**config.mk**
```make
export PLATFORM = sky130hd
export DESIGN_NAME = uart_rx_os5
export DESIGN_NICKNAME = d
export VERILOG_FILES = /design/src/rtl/uart_pkg.sv /design/src/rtl/uart_bit_sampler.sv /design/src/rtl/uart_rx_os5.sv
export SDC_FILE = /design/constraint.sdc
export NUM_CORES = 1
export LEC_CHECK = 0
export CORE_ASPECT_RATIO = 2
export CORE_MARGIN = 2
export CORE_UTILIZATION = 54
export CTS_BUF_LIST = sky130_fd_sc_hd__clkbuf_16
export DETAILED_ROUTE_END_ITERATION = 10
export GPL_TIMING_DRIVEN = 0
export PLACE_DENSITY = 0.77
export SLEW_MARGIN = 0
export SYNTH_ARGS = -nofsm -noshare
export SYNTH_HDL_FRONTEND = slang
export SYNTH_HIERARCHICAL = 1
export SYNTH_SLANG_ARGS = --single-unit
```
**constraint.sdc**
```tcl
create_clock -name clk -period 1.98 [get_ports clk]
set_input_delay 0.297 -clock clk [delete_from_list [all_inputs] [get_ports clk]]
set_output_delay 0.297 -clock clk [all_outputs]
set_load 0.005 [all_outputs]
```
**src/rtl/uart_pkg.sv**
```systemverilog
// Shared definitions for the 5x-oversampling UART receiver.
// Holds the frame geometry, the sampling-phase window used for majority
// voting, and the receiver FSM state encoding.
package uart_pkg;

  localparam int OVERSAMPLE = 5;  // uart_clk ticks per bit period
  localparam int DATA_BITS  = 8;  // data bits per frame, LSB first

  // Phase counter values (3 bits cover 0..OVERSAMPLE-1).
  localparam logic [2:0] VOTE_LO    = 3'd1;                 // first voting sample
  localparam logic [2:0] VOTE_HI    = 3'd3;                 // last voting sample
  localparam logic [2:0] PHASE_EVAL = 3'(OVERSAMPLE - 1);   // bit decision phase

  localparam logic [2:0] LAST_BIT_IDX = 3'(DATA_BITS - 1);

  typedef enum logic [1:0] {
    IDLE  = 2'd0,
    START = 2'd1,
    DATA  = 2'd2,
    STOP  = 2'd3
  } rx_state_e;

endpackage

```
**src/rtl/uart_bit_sampler.sv**
```systemverilog
// Per-bit phase counter and 3-of-5 majority voter.
//
// Ports:
//   clk, rst   system clock, synchronous active-high reset
//   tick       one-clk strobe on each uart_clk rising edge
//   sdi        synchronised serial input
//   start      load phase=1 and clear votes (start edge seen in IDLE)
//   active     FSM is inside a frame (START/DATA/STOP)
//   early      decide at the last voting phase instead of the eval phase
//              (used for the stop bit so the FSM can resync early)
//   bit_done   one-clk pulse: bit decision available this clk
//   bit_val    majority value of the centre samples, valid with bit_done
module uart_bit_sampler
  import uart_pkg::*;
(
  input  logic clk,
  input  logic rst,
  input  logic tick,
  input  logic sdi,
  input  logic start,
  input  logic active,
  input  logic early,
  output logic bit_done,
  output logic bit_val
);

  logic [2:0] phase;
  logic [1:0] ones;
  logic       in_window;
  logic [2:0] votes;

  always_comb begin
    in_window = (phase >= VOTE_LO) && (phase <= VOTE_HI);
    // Include the current sample so the early (stop-bit) decision taken on
    // the last voting tick already sees all three centre samples.
    votes     = {1'b0, ones} + {2'b00, in_window & sdi};
    bit_val   = (votes >= 3'd2);
    bit_done  = tick && active &&
                (early ? (phase == VOTE_HI) : (phase == PHASE_EVAL));
  end

  // NOTE: sequential state uses non-blocking assignments only, so every flop
  // samples the pre-edge values regardless of statement order.
  always_ff @(posedge clk) begin
    if (rst) begin
      phase <= '0;
      ones  <= '0;
    end else if (start) begin
      phase <= 3'd1;
      ones  <= '0;
    end else if (!active) begin
      phase <= '0;
      ones  <= '0;
    end else if (tick) begin
      if (bit_done) begin
        phase <= '0;
        ones  <= '0;
      end else begin
        phase <= phase + 3'd1;
        if (in_window && sdi) ones <= ones + 2'd1;
      end
    end
  end

endmodule

```
**src/rtl/uart_rx_os5.sv**
```systemverilog
// 8N1 UART receiver clocked by the system clock, sampling on the rising
// edges of the prescaler's 5x-baud uart_clk. Received bytes are offered on
// a valid/ready holding register.
//
// Ports:
//   clk        system clock
//   rst        synchronous active-high reset
//   uart_clk   5x baud square wave, synchronous to clk
//   rx         asynchronous serial input, idle high
//   rx_data    received byte, stable while rx_valid=1
//   rx_valid   byte available
//   rx_ready   consumer accepts byte on rx_valid && rx_ready
//   frame_err  one-clk pulse when the stop bit is sampled low
//   overrun    sticky flag: byte completed while holding register full
//   busy       FSM outside IDLE
module uart_rx_os5
  import uart_pkg::*;
(
  input  logic                 clk,
  input  logic                 rst,
  input  logic                 uart_clk,
  input  logic                 rx,
  output logic [DATA_BITS-1:0] rx_data,
  output logic                 rx_valid,
  input  logic                 rx_ready,
  output logic                 frame_err,
  output logic                 overrun,
  output logic                 busy
);

  logic                 rx_meta;
  logic                 sdi;
  logic                 uart_clk_q;
  logic                 tick;

  rx_state_e            state, state_nxt;
  logic [2:0]           bit_idx, bit_idx_nxt;
  logic [DATA_BITS-1:0] shift, shift_nxt;

  logic                 start_det;
  logic                 bit_done;
  logic                 bit_val;
  logic                 stop_ok;
  logic                 stop_bad;
  logic                 accept;
  logic                 load;

  // Two-flop synchroniser; resets to the idle line level so a reset never
  // looks like a start edge.
  always_ff @(posedge clk) begin
    if (rst) begin
      rx_meta    <= 1'b1;
      sdi        <= 1'b1;
      uart_clk_q <= 1'b0;
    end else begin
      rx_meta    <= rx;
      sdi        <= rx_meta;
      uart_clk_q <= uart_clk;
    end
  end

  assign tick      = uart_clk & ~uart_clk_q;
  assign start_det = (state == IDLE) && tick && !sdi;

  uart_bit_sampler u_sampler (
    .clk      (clk),
    .rst      (rst),
    .tick     (tick),
    .sdi      (sdi),
    .start    (start_det),
    .active   (state != IDLE),
    .early    (state == STOP),
    .bit_done (bit_done),
    .bit_val  (bit_val)
  );

  // NOTE: every signal written here gets a default first; a path that leaves
  // one unassigned would infer a latch.
  always_comb begin
    state_nxt   = state;
    bit_idx_nxt = bit_idx;
    shift_nxt   = shift;
    stop_ok     = 1'b0;
    stop_bad    = 1'b0;
    unique case (state)
      IDLE: begin
        if (start_det) state_nxt = START;
      end
      START: begin
        if (bit_done) begin
          if (bit_val) begin
            state_nxt = IDLE;  // glitch, not a real start bit
          end else begin
            state_nxt   = DATA;
            bit_idx_nxt = '0;
          end
        end
      end
      DATA: begin
        if (bit_done) begin
          shift_nxt = {bit_val, shift[DATA_BITS-1:1]};
          if (bit_idx == LAST_BIT_IDX) state_nxt = STOP;
          else                         bit_idx_nxt = bit_idx + 3'd1;
        end
      end
      STOP: begin
        if (bit_done) begin
          state_nxt = IDLE;
          stop_ok   = bit_val;
          stop_bad  = !bit_val;
        end
      end
      default: state_nxt = IDLE;
    endcase
  end

  always_ff @(posedge clk) begin
    if (rst) begin
      state   <= IDLE;
      bit_idx <= '0;
      shift   <= '0;
    end else begin
      state   <= state_nxt;
      bit_idx <= bit_idx_nxt;
      shift   <= shift_nxt;
    end
  end

  // Holding register: a new byte may load on the same clk the old one is
  // accepted, keeping rx_valid high without a bubble.
  assign accept = rx_valid && rx_ready;
  assign load   = stop_ok && (!rx_valid || rx_ready);

  // NOTE: the holding register is reset along with the control flops because
  // rx_data is a visible output with a defined reset value.
  always_ff @(posedge clk) begin
    if (rst) begin
      rx_data   <= '0;
      rx_valid  <= 1'b0;
      frame_err <= 1'b0;
      overrun   <= 1'b0;
    end else begin
      frame_err <= stop_bad;
      if (load) begin
        rx_data  <= shift;
        rx_valid <= 1'b1;
      end else if (accept) begin
        rx_valid <= 1'b0;
      end
      if (stop_ok && rx_valid && !rx_ready) overrun <= 1'b1;
    end
  end

  assign busy = (state != IDLE);

endmodule

```
Word-level counts from Yosys, hierarchy flattened --
Cells that the tools add are included. Widths: inputs -> output; s select.
Storage, ports and cells: bits in registers 32, input port bits 5, output and inout bits 12, word-level logic and storage cells 89
Operators by class: $add $sub $neg 4, magnitude comparators 3, equality and inequality tests 14, multiplexer cells 23, bitwise operators 6, reductions and logical operators 26
Operators with widths (number):
- $mux 2 | 8
- $mux 3 | 5
- $ne 2x2->1 const B | 7
- $logic_and 1x1->1 | 10
- $reduce_and 5->1 | 2
- $mux 1 | 8
- $pmux 2 s4 | 1
- $reduce_bool 2->1 | 4
- $add 3x1->3 const B | 2
- $eq 3x3->1 const B | 2
- $pmux 3 s2 | 1
- $reduce_or 3->1 | 2
- $eq 2x2->1 const B | 2
- $logic_not 1->1 | 4
- $not 1->1 | 4
- $reduce_and 2->1 | 2
- $add 2x1->3 | 1
- $eq 3x2->1 const B | 1
- $ge 3x1->1 const B | 1
- $ge 3x2->1 const B | 1
- $le 3x2->1 const B | 1
- $ne 3x3->1 const B | 1
- $add 2x1->2 const B | 1
- $and 1x1->1 | 2
- 3 further kinds | 3

Depth between registers and ports, before layout --
depth after elaboration 9, gate-level depth with buffers 10, gate-level depth less buffers 8

By module --
The synthesis kept the hierarchy.
Modules (own cells, without submodules):
- uart_rx_os5 | times used 1, cells each 111, area an instance 1152.4 um^2, sequential area each 540.5 um^2
- uart_bit_sampler | times used 1, cells each 40, area an instance 350.3 um^2, sequential area each 100.1 um^2

Worst setup path before layout --
No wires, ideal clock.
kind reg-to-reg, start point register u_sampler.phase[1], end point register rx_data[0], setup time 0.120 ns, arrival 1.703 ns, data required time 1.860 ns, setup slack 0.157 ns, stages on the path, launching flop included 10, buffers on the path 1, clock period less this slack 1.823 ns, path through dfxtp_1 -> inv_1 -> ha_1 -> or4_4 -> o2111ai_1 -> nand2b_1 -> nand4_1 -> nor2b_1 -> buf_4 -> mux2i_1
On the way: longest elaborated chain between the ends 8, elaborated cells between the ends (all ways) 13, classes of those cells 1 x add/sub; 3 x order compare; 2 x eq/ne; 3 x mux; 1 x bitwise; 3 x reduce/logical
Ends and longest elaborated chain:
- start: declaration | line uart_bit_sampler.sv:27 | logic [2:0] phase;
- start signal: assignment | line uart_bit_sampler.sv:59 | phase <= phase + 3'd1;
- $ge 3x1->1 or $le 3x2->1 (tied branches) | line uart_bit_sampler.sv:33 | in_window = (phase >= VOTE_LO) && (phase <= VOTE_HI);
- $logic_and 1x1->1 * | line uart_bit_sampler.sv:33
- $and 1x1->1 * | line uart_bit_sampler.sv:36 | votes = {1'b0, ones} + {2'b00, in_window & sdi};
- $add 2x1->3 * | line uart_bit_sampler.sv:36
- $ge 3x2->1 * | line uart_bit_sampler.sv:37 | bit_val = (votes >= 3'd2);
- named net bit_val | line uart_rx_os5.sv:42 | logic bit_val;
- $mux 1 * | line uart_rx_os5.sv:107 | if (bit_done) begin
- $mux 1 * | line uart_rx_os5.sv:85 | unique case (state)
- $logic_and 1x1->1 * | line uart_rx_os5.sv:132 | assign load = stop_ok && (!rx_valid || rx_ready);
- end signal: assignment | line uart_rx_os5.sv:145 | rx_data <= shift;
- end: declaration | line uart_rx_os5.sv:23 | output logic [DATA_BITS-1:0] rx_data,
The timed path passes the listed nets; every way through them passes the cells marked *. A chain may end at the register's enable or synchronous reset.

Worst setup path after layout --
start point register state[0], end point register rx_data[3]
On the way: longest elaborated chain between the ends 6, elaborated cells between the ends (all ways) 8, classes of those cells 1 x eq/ne; 3 x mux; 4 x reduce/logical
Ends and longest elaborated chain:
- start: declaration | line uart_rx_os5.sv:36 | rx_state_e state, state_nxt;
- start signal: assignment | line uart_rx_os5.sv:123 | state <= state_nxt;
- $eq 2x2->1 or $reduce_bool 2->1 (tied branches) | line uart_rx_os5.sv:72, uart_rx_os5.sv:71
- $mux 1 or $logic_and 1x1->1 (tied branches) | line uart_bit_sampler.sv:39, uart_bit_sampler.sv:38
- $logic_and 1x1->1 * | line uart_bit_sampler.sv:38 | bit_done = tick && active &&
- named net bit_done | line uart_rx_os5.sv:41 | logic bit_done;
- $mux 1 * | line uart_rx_os5.sv:107
- $mux 1 * | line uart_rx_os5.sv:85
- $logic_and 1x1->1 * | line uart_rx_os5.sv:132
Marks and branches as above.

==> run summary <==
ys flop type -> dfxtp_1
synth warn -> 6
CP Data Required Time -> 2180 ps
CTS tree -> yes
# DRC -> 0
hpwl dp -> 2060 um
Post-synth EDFFs -> 0
Die ar. -> 0.00325 mm^2
Synth cell types -> 37
HP Class -> reg2reg
RSZ-0062 raised after global routing -> true
Reg2Reg Depth -> 10
worst stage delay on the critical path -> 330 ps
critical path's top delay family -> simple AND/OR/NAND/NOR gates
flop-to-flop setup slack -> 50 ps
Final setup violation count -> 0
maxcap violations -> 0
starting density of the core -> 55.6%
Mean Syn Cell Area -> 9.95 um^2
root buffer cell -> clkbuf_16
f_max -> 519 MHz
Fin Setup TNS -> 0 ps
origin of the critical flop-to-flop path -> state[0]
Leakage -> 0.775 nW
Data arrival, critical path -> 2130 ps
Congestion Overflow GR -> 0
largest net degree at the start of global routing -> 11
IO buf count -> 16
Netlist Area Pre-Place -> 0.00150 mm^2
slowest stage cell on the critical path -> dfxtp_2
Vias per Instance -> 5.48
CP endpoint kind -> flip-flop
Pwr per Cell Area -> 728 mW/mm^2
Via Count -> 1,168
# H-tree levels -> 2
#FFs+latches synth -> 32
Skew-Pair Late Insertion Delay -> 270 ps
CTS Buffer Depth -> 2
crit-path cells -> buf_6 -> and2_4 -> and3b_1 -> a21oi_2 -> nor2_1 -> buf_4 -> nand4_1 -> nor2b_1 -> buf_6 -> mux2i_1
WL per Instance -> 14.3 um
GP Congestion -> 0.792
fin crit period -> 1930 ps
Max VDD drop -> 0.702 mV
CTS Buf Count -> 5
Detailed Routing Iterations Pass 1 -> 4
Core ar. -> 0.00270 mm^2
wirelength, routed -> 3040 um
post-layout util -> 72.2%
clk slew on worst S/H paths -> 50 ps
Inst Count DP -> 196
GR Util All Layers -> 20.2%
CTS Hold Bufs -> 0
crit path kind -> reg2reg
commonest non-fill, non-tap cell in the layout -> dfxtp_1
DR iter-0 viols -> 14
status -> complete, no violations
final net count -> 194
first-pass GRT wire length -> 4470 um
most used cell, CP -> buf_6
Fin. Hold Viols -> 0
proportion of layout cells with a drive suffix above 1 -> 21.7%
Clock Skew -> 4.44 ps
row count -> 27
startpoint types -> flip-flop
hold wc startpoint -> rx_meta
Post-Synthesis Cells -> 151
area added between synthesis and finish -> 29.9%
height of the die -> 78.6 um
initial antenna violation count -> 0
Final period util -> 97.4%
worst-margin pin slew -> 410 ps
Hold Path Sink -> sdi
Slew Limit Fails -> 0
diode count -> 0
most frequent cells in the layout -> dfxtp_1, nand2b_1, mux2i_1
number of global-route vias before repair -> 1,137
worst path buffer plus inverter count -> 3
hold depth -> 1
Slew headroom -> 72.4%
total power -> 1.42 mW
IO Pins -> 17
clk sinks -> 32
Post-Layout Cell Count -> 213
Die W -> 41.3 um
syn nets -> 162
sequential share of the synthesized area -> 42.6%
asr flop ratio synth -> 0%
CP max FO -> 8
ANT nets after route -> 0
FF-to-FF End -> rx_data[3]
## timing repair
| item | 4_1_cts | 5_1_grt |
|---|---|---|
| pin swaps | 1 | 3 |
| endpoints found under the setup margin | 11 | 19 |
| setup buffers | 1 | 8 |
| resized for setup | 3 | 8 |
## power by group
part	total (mW)	leakage (nW)	internal, mW	switching, mW
Clock	0.711	0.0710	0.455	0.256
Combinational	0.0569	0.443	0.0309	0.0260
Sequential	0.652	0.261	0.648	0.00372
Total	1.42	0.775	1.13	0.286
## cells by family after synthesis
kind of cell / share of synthesized area (%)
AND/OR/NAND/NOR: 25.6
AO/OA/AOI/OAI: 8.41
buffers and inverters: 5.91
adder cells (fa/ha/maj): 5.00
multiplexers: 11.3
flip-flops: 42.6
XOR/XNOR: 1.17
## registers in the layout (all words and copies together) (netlist names), named ones only
name	flops
rx_data	8
frame_err	1
u_sampler/phase	3
rx_valid	1
overrun	1
state	1
sdi	1
u_sampler/ones	2
uart_clk_q	1
rx_meta	1
bit_idx	3
shift	8
## synthesized netlist by cell type, types with 2 or more instances
library cell	number	area share [%]
dfxtp_1	32	43
nand2b_1	19	7.9
mux2i_1	17	11
nor2_1	14	3.5
a21oi_1	9	3.0
ha_1	6	5.0
inv_1	5	1.2
nand2_1	4	1.0
nor2b_1	4	1.7
buf_4	3	1.5
buf_6	3	2.2
nand3_1	3	1.0
and3_1	2	0.83
buf_2	2	0.67
nand4b_1	2	1.2
nand4bb_1	2	1.5
o21ai_0	2	0.67
or2_2	2	0.83
xor2_1	2	1.2
## worst max-delay path by stage
| stage | to | slack, ps | cells after the start | startpoint |
|---|---|---|---|---|
| floorplan | rx_data[0] | 160 | 9 | u_sampler/phase[1] |
| detailed placement | rx_data[3] | -240 | 10 | uart_clk |
| global route | rx_data[3] | -70 | 10 | state[0] |
| global placement | rx_data[7] | -200 | 10 | uart_clk |
| finish | rx_data[3] | 50 | 10 | state[0] |
| CTS | rx_data[3] | 2 | 10 | flip-flop |
## layout make-up
class                      instances  area [um^2]
multi-input combinational        105          808
fill                             205          751
sequential                        32          648
timing repair buffer              25          228
clock buffer                       5          125
buffer                             9         73.8
tap                               29         36.3
inverter                           5         18.8
clock inverter                     3         13.8
## through the flow
stage	worst slack [ps]	hold slack [ps]	instance area, um^2
final	51.5	418	1950
after detailed placement	-245	411	1700
after floorplan	157	366	1500
after global placement	-201	400	1700
after CTS	2.29	427	1850
after global routing	-74.2	439	1950
## per-layer routing
layer	routed length, um	up-vias	part of all wire [%]	GRT usage, %
li1	-	578	-	-
met5	0	-	0	0
met2	1780	23	59	35.2
met3	98	6	3.2	5.93
met1	1100	561	36	18.6
met4	56	0	1.8	11.3
Power figures use the tool's default switching activity.
